$ cat config.mk
export PLATFORM = sky130hd
export DESIGN_NAME = tdm_demux_4ch
export DESIGN_NICKNAME = d
export VERILOG_FILES = /design/src/rtl/tdm_demux_4ch.sv
export SDC_FILE = /design/constraint.sdc
export NUM_CORES = 1
export LEC_CHECK = 0
export BUFFER_PORTS_ARGS = -buffer_cell sky130_fd_sc_hd__buf_2
export CAP_MARGIN = 25
export CORE_MARGIN = 4
export CORE_UTILIZATION = 45
export CTS_BUF_LIST = sky130_fd_sc_hd__clkbuf_8
export CTS_CLUSTER_DIAMETER = 50
export CTS_CLUSTER_SIZE = 10
export DETAILED_ROUTE_END_ITERATION = 8
export PLACE_DENSITY = 0.69
export SLEW_MARGIN = 20
export SYNTH_ARGS = -nofsm -noshare
export SYNTH_HDL_FRONTEND = slang
export SYNTH_SLANG_ARGS = --single-unit
$ cat constraint.sdc
create_clock -name clk -period 1.7 [get_ports clk]
set_input_delay 0.34 -clock clk [delete_from_list [all_inputs] [get_ports clk]]
set_output_delay 0.34 -clock clk [all_outputs]
set_load 0.01 [all_outputs]
$ cat src/rtl/tdm_demux_4ch.sv
// tdm_demux_4ch: receive-side TDM demultiplexer, four slots per frame.
// Distributes each accepted word to one of four registered channels, tracks
// frame lock with a miss flywheel, and flags frame_sync seen at a non-zero slot.
//
// Ports:
//   clk, rst_n      clock, synchronous active-low reset
//   din, din_valid  TDM word and its qualifier
//   frame_sync      marks the current valid word as slot 0
//   ch0..ch3        last word captured for slots 0..3 (held)
//   ch_valid        one-cycle per-channel update strobes
//   frame_done      one-cycle pulse with ch_valid[3]
//   slot            slot index expected for the next valid word
//   locked          high while frame lock is held
//   sync_err        one-cycle pulse on frame_sync at slot 1..3
module tdm_demux_4ch #(
    parameter int unsigned WIDTH    = 1,
    parameter int unsigned MAX_MISS = 2
) (
    input  logic             clk,
    input  logic             rst_n,
    input  logic [WIDTH-1:0] din,
    input  logic             din_valid,
    input  logic             frame_sync,
    output logic [WIDTH-1:0] ch0,
    output logic [WIDTH-1:0] ch1,
    output logic [WIDTH-1:0] ch2,
    output logic [WIDTH-1:0] ch3,
    output logic [3:0]       ch_valid,
    output logic             frame_done,
    output logic [1:0]       slot,
    output logic             locked,
    output logic             sync_err
);

    localparam int unsigned NCH    = 4;
    localparam int unsigned MISS_W = 3;

    typedef enum logic {
        HUNT   = 1'b0,
        LOCKED = 1'b1
    } state_t;

    state_t                      state_q, state_d;
    logic [1:0]                  slot_q, slot_d;
    logic [MISS_W-1:0]           miss_q, miss_d, miss_inc;
    logic [NCH-1:0][WIDTH-1:0]   ch_q, ch_d;
    logic [NCH-1:0]              cv_q, cv_d;
    logic                        fd_q, fd_d;
    logic                        se_q, se_d;

    // State and output registers; reset wins over everything.
    always_ff @(posedge clk) begin
        if (!rst_n) begin
            state_q <= HUNT;
            slot_q  <= '0;
            miss_q  <= '0;
            ch_q    <= '0;
            cv_q    <= '0;
            fd_q    <= 1'b0;
            se_q    <= 1'b0;
        end else begin
            state_q <= state_d;
            slot_q  <= slot_d;
            miss_q  <= miss_d;
            ch_q    <= ch_d;
            cv_q    <= cv_d;
            fd_q    <= fd_d;
            se_q    <= se_d;
        end
    end

    // Next-state and next-output logic; pulses default low, data holds.
    always_comb begin
        state_d  = state_q;
        slot_d   = slot_q;
        miss_d   = miss_q;
        ch_d     = ch_q;
        cv_d     = '0;
        fd_d     = 1'b0;
        se_d     = 1'b0;
        miss_inc = miss_q + MISS_W'(1);

        if (din_valid) begin
            case (state_q)
                HUNT: begin
                    // Unsynced words are dropped until the first frame_sync.
                    if (frame_sync) begin
                        ch_d[0] = din;
                        cv_d    = 4'b0001;
                        slot_d  = 2'd1;
                        miss_d  = '0;
                        state_d = LOCKED;
                    end
                end
                LOCKED: begin
                    if (frame_sync && (slot_q != 2'd0)) begin
                        // Misaligned sync: realign on this word as slot 0.
                        se_d    = 1'b1;
                        ch_d[0] = din;
                        cv_d    = 4'b0001;
                        slot_d  = 2'd1;
                        miss_d  = '0;
                    end else begin
                        ch_d[slot_q] = din;
                        cv_d[slot_q] = 1'b1;
                        slot_d       = slot_q + 2'd1;
                        fd_d         = (slot_q == 2'd3);
                        if (slot_q == 2'd0) begin
                            if (frame_sync) begin
                                miss_d = '0;
                            end else if (miss_inc == MISS_W'(MAX_MISS)) begin
                                // Too many flywheel frames: drop lock.
                                state_d = HUNT;
                                slot_d  = 2'd0;
                                miss_d  = '0;
                            end else begin
                                miss_d = miss_inc;
                            end
                        end
                    end
                end
                default: state_d = HUNT;
            endcase
        end
    end

    assign ch0        = ch_q[0];
    assign ch1        = ch_q[1];
    assign ch2        = ch_q[2];
    assign ch3        = ch_q[3];
    assign ch_valid   = cv_q;
    assign frame_done = fd_q;
    assign sync_err   = se_q;
    assign slot       = slot_q;
    assign locked     = (state_q == LOCKED);

endmodule

==> flow_summary_export.csv, run 1 <==
group,metric,value,unit
route,drc,0,
place,hpwl,1070,um
route,firstDrtPassIters,3,
route,detail-route-antenna-nets,0,
synth,synthArstFlopShare,0,%
critical_path,r2r_cells,5,
floorplan,ios,18,
critical_path,crit_type,"flop to flop",
cells_and_area,syn2layout_area_growth,21.3,%
clock_tree,cts_setup_buffers,0,
timing,rsz0062_at_grt,"no",
place,io_buffers,17,
timing,drv_slew,0,
cells_and_area,fillers,151,
cells_and_area,diodes,0,
critical_path,critPathRequiredTime,1.88,ns
hold_path,hp-class,"input port to flop",
clock_tree,cts_tree,"built",
clock_tree,cts_sinks,16,
place,dpl.cell_count,114,
synth,ys_warn_count,0,
timing,fin_skew,0.00172,ns
timing,fin_crit,1.52,ns
cells_and_area,final_cell_mix,"buf_2 (17), dfxtp_1 (16), inv_1 (8), a21oi_1 (8)",
floorplan,core,1520,um2
cells_and_area,utilization,58.5,%
cells_and_area,nNetsFinal,114,
clock_tree,clockBufferDepth,2,
timing,period_share,89.1,%
route,wire_per_inst,12.5,um
floorplan,fp.dieH,48.4,um
grt,top_usage_layer,"met2",
route,vias_per_cell,5.40,
floorplan,start_util,48.2,%
grt,grt_use_met1,17.5,%
pwr,ir_drop,466,uV
critical_path,cp.arrival,1.69,ns
cells_and_area,fin_cells,118,
hold_path,holdPathStages,3,
grt,grt_pass1_wl,2580,um
place,place_ws,0.176,ns
critical_path,reg2reg_to,"slot[0]",
grt,antenna_found_initial,0,
pwr,p_per_area,912,nW/um2
hold_path,hp-start,"rst_n",
clock_tree,htree_levels,1,
timing,fmax,660,MHz
hold_path,whs_endpoint,"slot[1]",
grt,use_met3,2.45,%
route,drt-total-wl,1480,um
synth,yosysSeqAreaShare,43.6,%
grt,grtUsageMet2,20.9,%
place,gp_congestion,0.805,
critical_path,cp-end-kind,"flop",
critical_path,reg2reg_slack,0.18,ns
cells_and_area,final_common_cell,"buf_2",
clock_tree,clk_pin_slew,0.06,ns
cells_and_area,seq_area,320,um2
floorplan,die-area,2340,um2
timing,final-hold-violation-count,0,
synth,synth_nets,94,
timing,setup_ws,0.184,ns
grt,first_global_vias,606,
grt,grt_max_degree,16,
route,vias,637,
grt,gr-total-overflow,0,
critical_path,regToRegStartpoint,"slot[0]",
timing,fin_setup_tns,0,ns
run_status,status,"finished, final reports clean",
floorplan,die_x,48.4,um
clock_tree,numCtsBuffers,3,
synth,syn_inst,83,
route,first_iter_violations,10,
critical_path,critPathMaxFanout,8,
timing,setup_viol,0,
critical_path,worstSetupStartpointType,"flop",
timing,worst_pin_slew,0.432,ns
clock_tree,insertion_delay,0.24,ns
synth,synth_edf_count,0,
cells_and_area,layout-drive-gt1-share,24.5,%
floorplan,rows,14,
synth,syn_avg_cell_area,8.85,um2
pwr,leakagePower,0.379,nW
synth,ys.flop_type,"dfxtp_1",
synth,synth_seq_cells,16,
clock_tree,cts_root_buf,"clkbuf_8",
cells_and_area,multi_input_area,369,um2
timing,maxSlewHeadroom,70.9,%
synth,ys_types,27,
synth,syn_area,734,um2
grt,grt_usage,13.3,%
flow_run,max_cap_viol_count,0,
==> where the power goes <==
part           internal, mW  switching (mW)  total, mW
Combinational        0.0332          0.0573     0.0905
Sequential            0.385          0.0109      0.396
Clock                 0.205           0.121      0.326
Total                 0.623           0.190      0.812
==> stage by stage <==
| stage | cell area [um2] | power (mW) | hold WS, ns |
|---|---|---|---|
| 3_5_place_dp | 833 | 0.492 | 0.462 |
| 6_report | 891 | 0.812 | 0.369 |
| 4_1_cts | 888 | 0.817 | 0.367 |
| 3_3_place_gp | 833 | 0.491 | 0.461 |
| 2_1_floorplan | 734 | 0.464 | 0.439 |
| 5_1_grt | 891 | 0.855 | 0.398 |
==> worst max-delay path by stage <==
stage / from / endpoint
after floorplan: slot[0] / slot[0]
after global placement: slot[0] / slot[0]
after detailed placement: slot[0] / slot[0]
after CTS: slot[0] / slot[0]
after global routing: slot[0] / slot[0]
final: slot[0] / slot[0]
==> synth_stat cells, drive strengths merged, types with 2 or more instances <==
master	count	area share (%)
a21oi	8	5.5
buf	3	1.9
dfxtp	16	44
ha	6	10
inv	9	4.6
nand2	5	2.6
nand3	3	2.0
nand4	3	2.6
nor3	6	4.1
o21ai	5	3.4
o31ai	4	4.1
or4	2	2.0
==> routing by layer <==
layer  routed length, um  vias up  part of all wire [%]
met5                   0        -                     0
met3                  62        2                   4.2
met4                  12        0                  0.81
met1                 762      284                    52
li1                    -      338                     -
met2                 637       13                    43
==> sequential cells by signal, summed over array words and instances (netlist names) <==
register / flops
slot: 2
sync_err: 1
ch2: 1
ch0: 1
frame_done: 1
ch_valid: 4
ch3: 1
ch1: 1
miss_q: 3
locked: 1
==> cell families after synthesis <==
kind of cell,Yosys count,synth area share (%)
compound gates,23,19.4
xor+xnor,1,1.19
fa+ha+maj,6,10.2
buf+inv,12,6.47
flops,16,43.6
simple gates,25,19.1
==> cell type report <==
cell class | instances | share of cell area, %
inverters | 9 | 3.79
flip-flops and latches | 16 | 36.0
repair buffers | 18 | 10.4
multi-input cells | 55 | 41.4
clock buffers | 4 | 6.18
well taps | 16 | 2.25
==> critical path, stage by stage (launching register included) <==
cell and delay, ns:
dfxtp_1 0.40, inv_1 0.10, ha_1 0.30, nand2b_2 0.26
a221oi_1 0.26, o21bai_1 0.13
==> what timing repair did <==
item                                   CTS  global route
gates resized for setup                  0             1
setup endpoints to repair                0             1
hold buffers                             0             0
endpoints found under the hold margin    0             0
(Power assumes the default switching activity.)
==> inputs of run 2 (changes only) <==
--- a/config.mk
+++ b/config.mk
@@ -8,12 +8,13 @@
 export BUFFER_PORTS_ARGS = -buffer_cell sky130_fd_sc_hd__buf_2
 export CAP_MARGIN = 25
 export CORE_MARGIN = 4
-export CORE_UTILIZATION = 45
+export CORE_UTILIZATION = 53
 export CTS_BUF_LIST = sky130_fd_sc_hd__clkbuf_8
 export CTS_CLUSTER_DIAMETER = 50
 export CTS_CLUSTER_SIZE = 10
 export DETAILED_ROUTE_END_ITERATION = 8
-export PLACE_DENSITY = 0.69
+export MAX_ROUTING_LAYER = met4
+export PLACE_DENSITY = 0.79
 export SLEW_MARGIN = 20
 export SYNTH_ARGS = -nofsm -noshare
 export SYNTH_HDL_FRONTEND = slang
==> run 2 against run 1 <==
Net effect: largest cell class unchanged; utilization up 9.9 points; sequential share of layout area up 0.051 points; sequential power about the same; highest routed layer unchanged; maximum frequency down 3.0%; critical path type unchanged; die area down 13%; non-clock buffer count unchanged; count of clock-buffer cells in the layout unchanged.
==> flow_summary_export.csv, run 2 (synthesis gave the netlist of run 1 again) <==
group,metric,value,unit
pwr,total_power,0.817,mW
timing,setup_ws,0.137,ns
floorplan,fp.dieH,45.2,um
route,drt-met1-wl,744,um
critical_path,cp_cell_sequence,"inv_1 > ha_1 > nand2b_2 > a221oi_1 > o21bai_1",
cells_and_area,fillers,119,
timing,final-hold-violation-count,0,
pwr,internal_power,0.623,mW
place,gp_congestion,0.786,
clock_tree,cts_root_buf,"clkbuf_8",
place,io_buffers,17,
cells_and_area,utilization,68.4,%
flow_run,max_cap_viol_count,0,
route,detail-route-antenna-nets,0,
pwr,switchingPower,0.193,mW
clock_tree,htree_levels,1,
pwr,ir_drop,425,uV
grt,antenna_found_initial,0,
critical_path,critical_path.top_delay_family,"compound AO/OA/AOI/OAI gates",
cells_and_area,stdcell_area,890,um2
route,drt-total-wl,1590,um
clock_tree,clockBufferDepth,2,
grt,grt_pass1_wl,2630,um
pwr,p_per_area,918,nW/um2
clock_tree,cts_setup_buffers,0,
pwr,seqPwrFrac,48.4,%
pwr,combPwrFrac,11.4,%
route,dr_wl_met3,84,um
route,route.met2.wl,734,um
route,firstDrtPassIters,4,
critical_path,critPathRequiredTime,1.87,ns
timing,period_share,91.9,%
cells_and_area,nNetsFinal,114,
place,dpl_cell_area,832,um2
timing,setup_viol,0,
timing,fin_crit,1.56,ns
timing,timing.hold.ws,0.383,ns
clock_tree,cts_sinks,16,
floorplan,die-area,2050,um2
cells_and_area,multi_input_area,369,um2
clock_tree,cts_resized,0,
grt,grt_usage,18.0,%
floorplan,start_util,56.4,%
route,dr.max_layer_used,"met4",
clock_tree,cts_tree,"built",
clock_tree,insertion_delay,0.24,ns
critical_path,path_buf_inv,1,
floorplan,ios,18,
route,vias,668,
floorplan,rows,13,
critical_path,slowest_stage,"dfxtp_1",
grt,first_global_vias,633,
critical_path,worstSetupStartpointType,"flop",
route,drc,0,
grt,gr-total-overflow,0,
timing,drv_slew,0,
critical_path,crit_path_max_incr_delay,0.40,ns
run_status,status,"finished, final reports clean",
clock_tree,numCtsBuffers,3,
grt,grt_max_degree,16,
hold_path,holdPathStages,3,
pwr,clkPwrFrac,40.1,%
timing,rsz0062_at_grt,"no",
timing,fin_setup_tns,0,ns
critical_path,crit_type,"flop to flop",
place,hpwl,1160,um
route,first_iter_violations,9,
pwr,power.share.switching,23.7,%
pwr,leakagePower,0.379,nW
critical_path,crit_cells,5,
cells_and_area,syn2layout_area_growth,21.1,%
floorplan,core,1300,um2
route,wire_per_inst,13.6,um
clock_tree,hold_buffers,0,
critical_path,cp-end-kind,"flop",
cells_and_area,seq_area,320,um2
place,place_ws,0.142,ns
cells_and_area,diodes,0,
timing,fin_skew,0.00108,ns
route,vias_per_cell,5.71,
clock_tree,clk_pin_slew,0.06,ns
critical_path,cp.arrival,1.74,ns
cells_and_area,largest_reg_flops,4,
place,dpl.cell_count,113,
cells_and_area,final_cell_mix,"buf_2 (17), dfxtp_1 (16), inv_1 (8), a21oi_1 (8)",
hold_path,hp-class,"input port to flop",
timing,fmax,640,MHz
cells_and_area,final_common_cell,"buf_2",
timing,worst_pin_slew,0.454,ns
cells_and_area,fin_cells,117,
floorplan,die_x,45.2,um
critical_path,critPathMaxFanout,8,
critical_path,r2r_cells,5,
cells_and_area,layout-drive-gt1-share,24.5,%
timing,maxSlewHeadroom,69.4,%
## run 2: power groups by stage
stage          combinational (mW)  sequential [mW]  clock, mW
2_1_floorplan              0.0597            0.404          0
3_3_place_gp               0.0887            0.403          0
3_5_place_dp               0.0903            0.404          0
4_1_cts                    0.0914            0.395      0.334
5_1_grt                     0.102            0.398      0.350
6_report                   0.0932            0.396      0.328
## run 2: final cells by class
class                           count  area share (%)
Timing Repair Buffer               18            10.4
Clock buffer                        4            6.19
Tap cell                           15            2.11
Inverter                            9            3.80
Sequential cell                    16            36.0
Multi-Input combinational cell     55            41.5
## run 2: routing by layer
metal	vias to the layer above	GRT usage [%]
met4	0	12.3
met1	310	21.7
met5	-	-
li1	336	-
met2	18	26.6
met3	4	3.98
## run 2: final timing paths
kind	start	endpoint	slack (ns)
worst min-delay path	din	ch0	0.38
worst max register to register	slot[0]	slot[0]	0.14
worst min register to register	ch3	ch3	0.47
worst max-delay path	slot[0]	slot[0]	0.14
## run 2: worst reg2reg max path, stage by stage, from the launching register on
cell,delay [ns]
dfxtp_1,0.40
inv_1,0.10
ha_1,0.30
nand2b_2,0.26
a221oi_1,0.28
o21bai_1,0.15
==> inputs of run 3 (changes only) <==
--- a/config.mk
+++ b/config.mk
@@ -5,16 +5,15 @@
 export SDC_FILE = /design/constraint.sdc
 export NUM_CORES = 1
 export LEC_CHECK = 0
+export ABC_AREA = 1
 export BUFFER_PORTS_ARGS = -buffer_cell sky130_fd_sc_hd__buf_2
 export CAP_MARGIN = 25
-export CORE_MARGIN = 4
 export CORE_UTILIZATION = 53
 export CTS_BUF_LIST = sky130_fd_sc_hd__clkbuf_8
 export CTS_CLUSTER_DIAMETER = 50
 export CTS_CLUSTER_SIZE = 10
 export DETAILED_ROUTE_END_ITERATION = 8
-export MAX_ROUTING_LAYER = met4
-export PLACE_DENSITY = 0.79
+export PLACE_DENSITY = 0.8
 export SLEW_MARGIN = 20
 export SYNTH_ARGS = -nofsm -noshare
 export SYNTH_HDL_FRONTEND = slang
==> run 3 against run 2 <==
Net effect: sequential power is essentially flat; cell count grew 5.1%; synthesized cell count grew 8.4%; synthesized area shrank 4.3%; design area shrank 5.2%; non-clock buffer count shrank 1; largest power group unchanged.
==> flow_summary_export.csv, run 3 <==
group,metric,value,unit
pwr,p_per_area,888,nW/um2
timing,setup_viol,0,
critical_path,cp_cell_sequence,"inv_1 > ha_1 > inv_1 > nand2_2 > nand2_2 > nor2_4 > nand2_1 > nand2_1 > a21oi_1",
floorplan,ios,18,
place,gp_congestion,0.814,
timing,fmax,687,MHz
synth,synth_top_area_share,45.6,%
critical_path,crit_path_max_incr_delay,0.39,ns
critical_path,reg2reg_slack,0.24,ns
route,first_iter_violations,10,
grt,first_global_vias,542,
synth,synthMuxAreaShare,0,%
critical_path,crit_type,"flop to flop",
synth,ys_types,15,
grt,antenna_found_initial,0,
synth,syn_inst,90,
floorplan,die-area,1480,um2
synth,synthArstFlopShare,0,%
synth,ys_top_cells_by_count,"nand2_1 (18), dfxtp_1 (16), inv_1 (11), nor2_1 (11), a21oi_1 (8)",
synth,synth_compound_area_share,11.9,%
timing,drv_slew,0,
place,io_buffers,17,
critical_path,reg2reg_to,"ch3",
timing,fin_skew,0.00182,ns
route,vias_per_cell,5.19,
cells_and_area,largest_reg_flops,4,
clock_tree,htree_levels,1,
pwr,ir_drop,552,uV
floorplan,fp.dieH,38.4,um
grt,grt_max_degree,13,
cells_and_area,final_common_cell,"nand2_1",
clock_tree,numCtsBuffers,3,
critical_path,regToRegStartpoint,"slot[0]",
floorplan,die_x,38.4,um
synth,ys.flop_type,"dfxtp_1",
synth,yosys.area.top_type,"dfxtp_1",
floorplan,core,1170,um2
critical_path,critPathMaxFanout,7,
hold_path,hp-start,"rst_n",
critical_path,slowest_stage,"dfxtp_1",
route,vias,638,
critical_path,critPathRequiredTime,1.88,ns
route,drc,0,
route,drt-total-wl,1460,um
synth,synth_edf_count,0,
route,detail-route-antenna-nets,0,
cells_and_area,layout-drive-gt1-share,23.9,%
grt,gr-total-overflow,0,
hold_path,whs_endpoint,"miss_q[1]",
grt,grt_usage,22.6,%
synth,synth_nets,101,
clock_tree,clockBufferDepth,2,
clock_tree,cts_resized,0,
floorplan,start_util,60.0,%
synth,post_synth_xor_area_fraction,0,%
critical_path,cp.arrival,1.64,ns
synth,syn_area,703,um2
synth,post-synth-top-count-cell,"nand2_1",
cells_and_area,utilization,72.0,%
clock_tree,cts_setup_buffers,0,
flow_run,max_cap_viol_count,0,
hold_path,holdPathStages,3,
clock_tree,hold_buffers,0,
cells_and_area,final_cell_mix,"nand2_1 (18), buf_2 (17), dfxtp_1 (16)",
floorplan,rows,12,
clock_tree,cts_tree,"built",
synth,ys_warn_count,0,
clock_tree,cts_root_buf,"clkbuf_8",
critical_path,cp-end-kind,"flop",
run_status,status,"finished, final reports clean",
grt,grt_pass1_wl,2210,um
synth,synth_top_family_by_area,"simple AND/OR/NAND/NOR gates",
pwr,total_power,0.749,mW
clock_tree,insertion_delay,0.25,ns
pwr,leakagePower,0.407,nW
clock_tree,clk_pin_slew,0.06,ns
cells_and_area,diodes,0,
synth,synthAdderAreaFrac,10.7,%
timing,rsz0062_at_grt,"no",
synth,synth-simple-area-share,25.4,%
timing,period_share,85.6,%
route,firstDrtPassIters,4,
synth,syn_avg_cell_area,7.81,um2
timing,final-hold-violation-count,0,
critical_path,r2r_cells,9,
critical_path,worstSetupStartpointType,"flop",
synth,yosysSeqAreaShare,45.6,%
timing,fin_crit,1.46,ns
synth,synth_seq_cells,16,
route,wire_per_inst,11.9,um
synth,synthTopCellsByArea,"dfxtp_1 (46%), ha_1 (11%), nand2_1 (9.6%)",
cells_and_area,nNetsFinal,122,
hold_path,hp-class,"input port to flop",
clock_tree,cts_sinks,16,
timing,fin_setup_tns,0,ns
timing,worst_pin_slew,0.413,ns
timing,maxSlewHeadroom,72.4,%
cells_and_area,syn2layout_area_growth,19.9,%
place,hpwl,1080,um
-- run 3: changes by cell type after synthesis, moves of 3 or more --
| cell | delta |
|---|---|
| nand2_2 | +3 |
| inv_1 | +3 |
| nor2_1 | +11 |
| nor3_1 | -4 |
| nand4_1 | -3 |
| o31ai_1 | -4 |
| nand3_1 | +3 |
| nand2_1 | +13 |
-- run 3: how the worst max path moves through the flow --
stage,startpoint,end,slack [ns],cells past startpoint
2_1_floorplan,slot[0],miss_q[1],0.35,8
3_3_place_gp,slot[0],ch0,0.34,8
3_5_place_dp,slot[0],miss_q[1],0.27,9
4_1_cts,slot[0],miss_q[1],0.25,9
5_1_grt,slot[0],miss_q[1],0.11,9
6_report,slot[0],ch3,0.24,9
-- run 3: cell type report --
cell class,count,area [um2]
multi-input cells,62,338
fillers,99,328
flip-flops and latches,16,320
repair buffers,17,85.1
clock buffers,3,41.3
inverters,11,41.3
well taps,14,17.5
-- run 3: where the power goes --
group / internal [mW] / switching [mW] / total (mW)
combinational: 0.0257 / 0.0504 / 0.0761
clock: 0.157 / 0.123 / 0.280
sequential: 0.385 / 0.00809 / 0.393
-- run 3: worst max-delay path, delay by kind of cell, from the launching register on --
| kind | cells | cell delay, ns |
|---|---|---|
| compound gates | 1 | 0.11 |
| simple gates | 5 | 0.43 |
| fa+ha+maj | 1 | 0.23 |
| flops | 1 | 0.39 |
| buf+inv | 2 | 0.22 |
-- run 3: cells by family after synthesis --
group | count (synthesis)
AND/OR/NAND/NOR | 41
flip-flops | 16
AO/OA/AOI/OAI | 15
buffers and inverters | 12
adder cells (fa/ha/maj) | 6
-- run 3: metal layers --
layer  vias to the layer above  global-route usage (%)  share of wire (%)
met5                         -                       0                  0
met4                         0                    14.7                1.3
met3                         3                    3.49                5.3
met2                        26                    36.9                 49
met1                       283                    27.3                 44
li1                        326                       -                  -
-- run 3: per-stage QoR --
stage	area [um2]	cells	hold slack, ns	setup slack, ns
3_5_place_dp	802	120	0.449	0.268
2_1_floorplan	703	90	0.451	0.352
5_1_grt	843	123	0.385	0.114
6_report	843	123	0.379	0.244
4_1_cts	843	123	0.373	0.250
3_3_place_gp	802	120	0.446	0.343
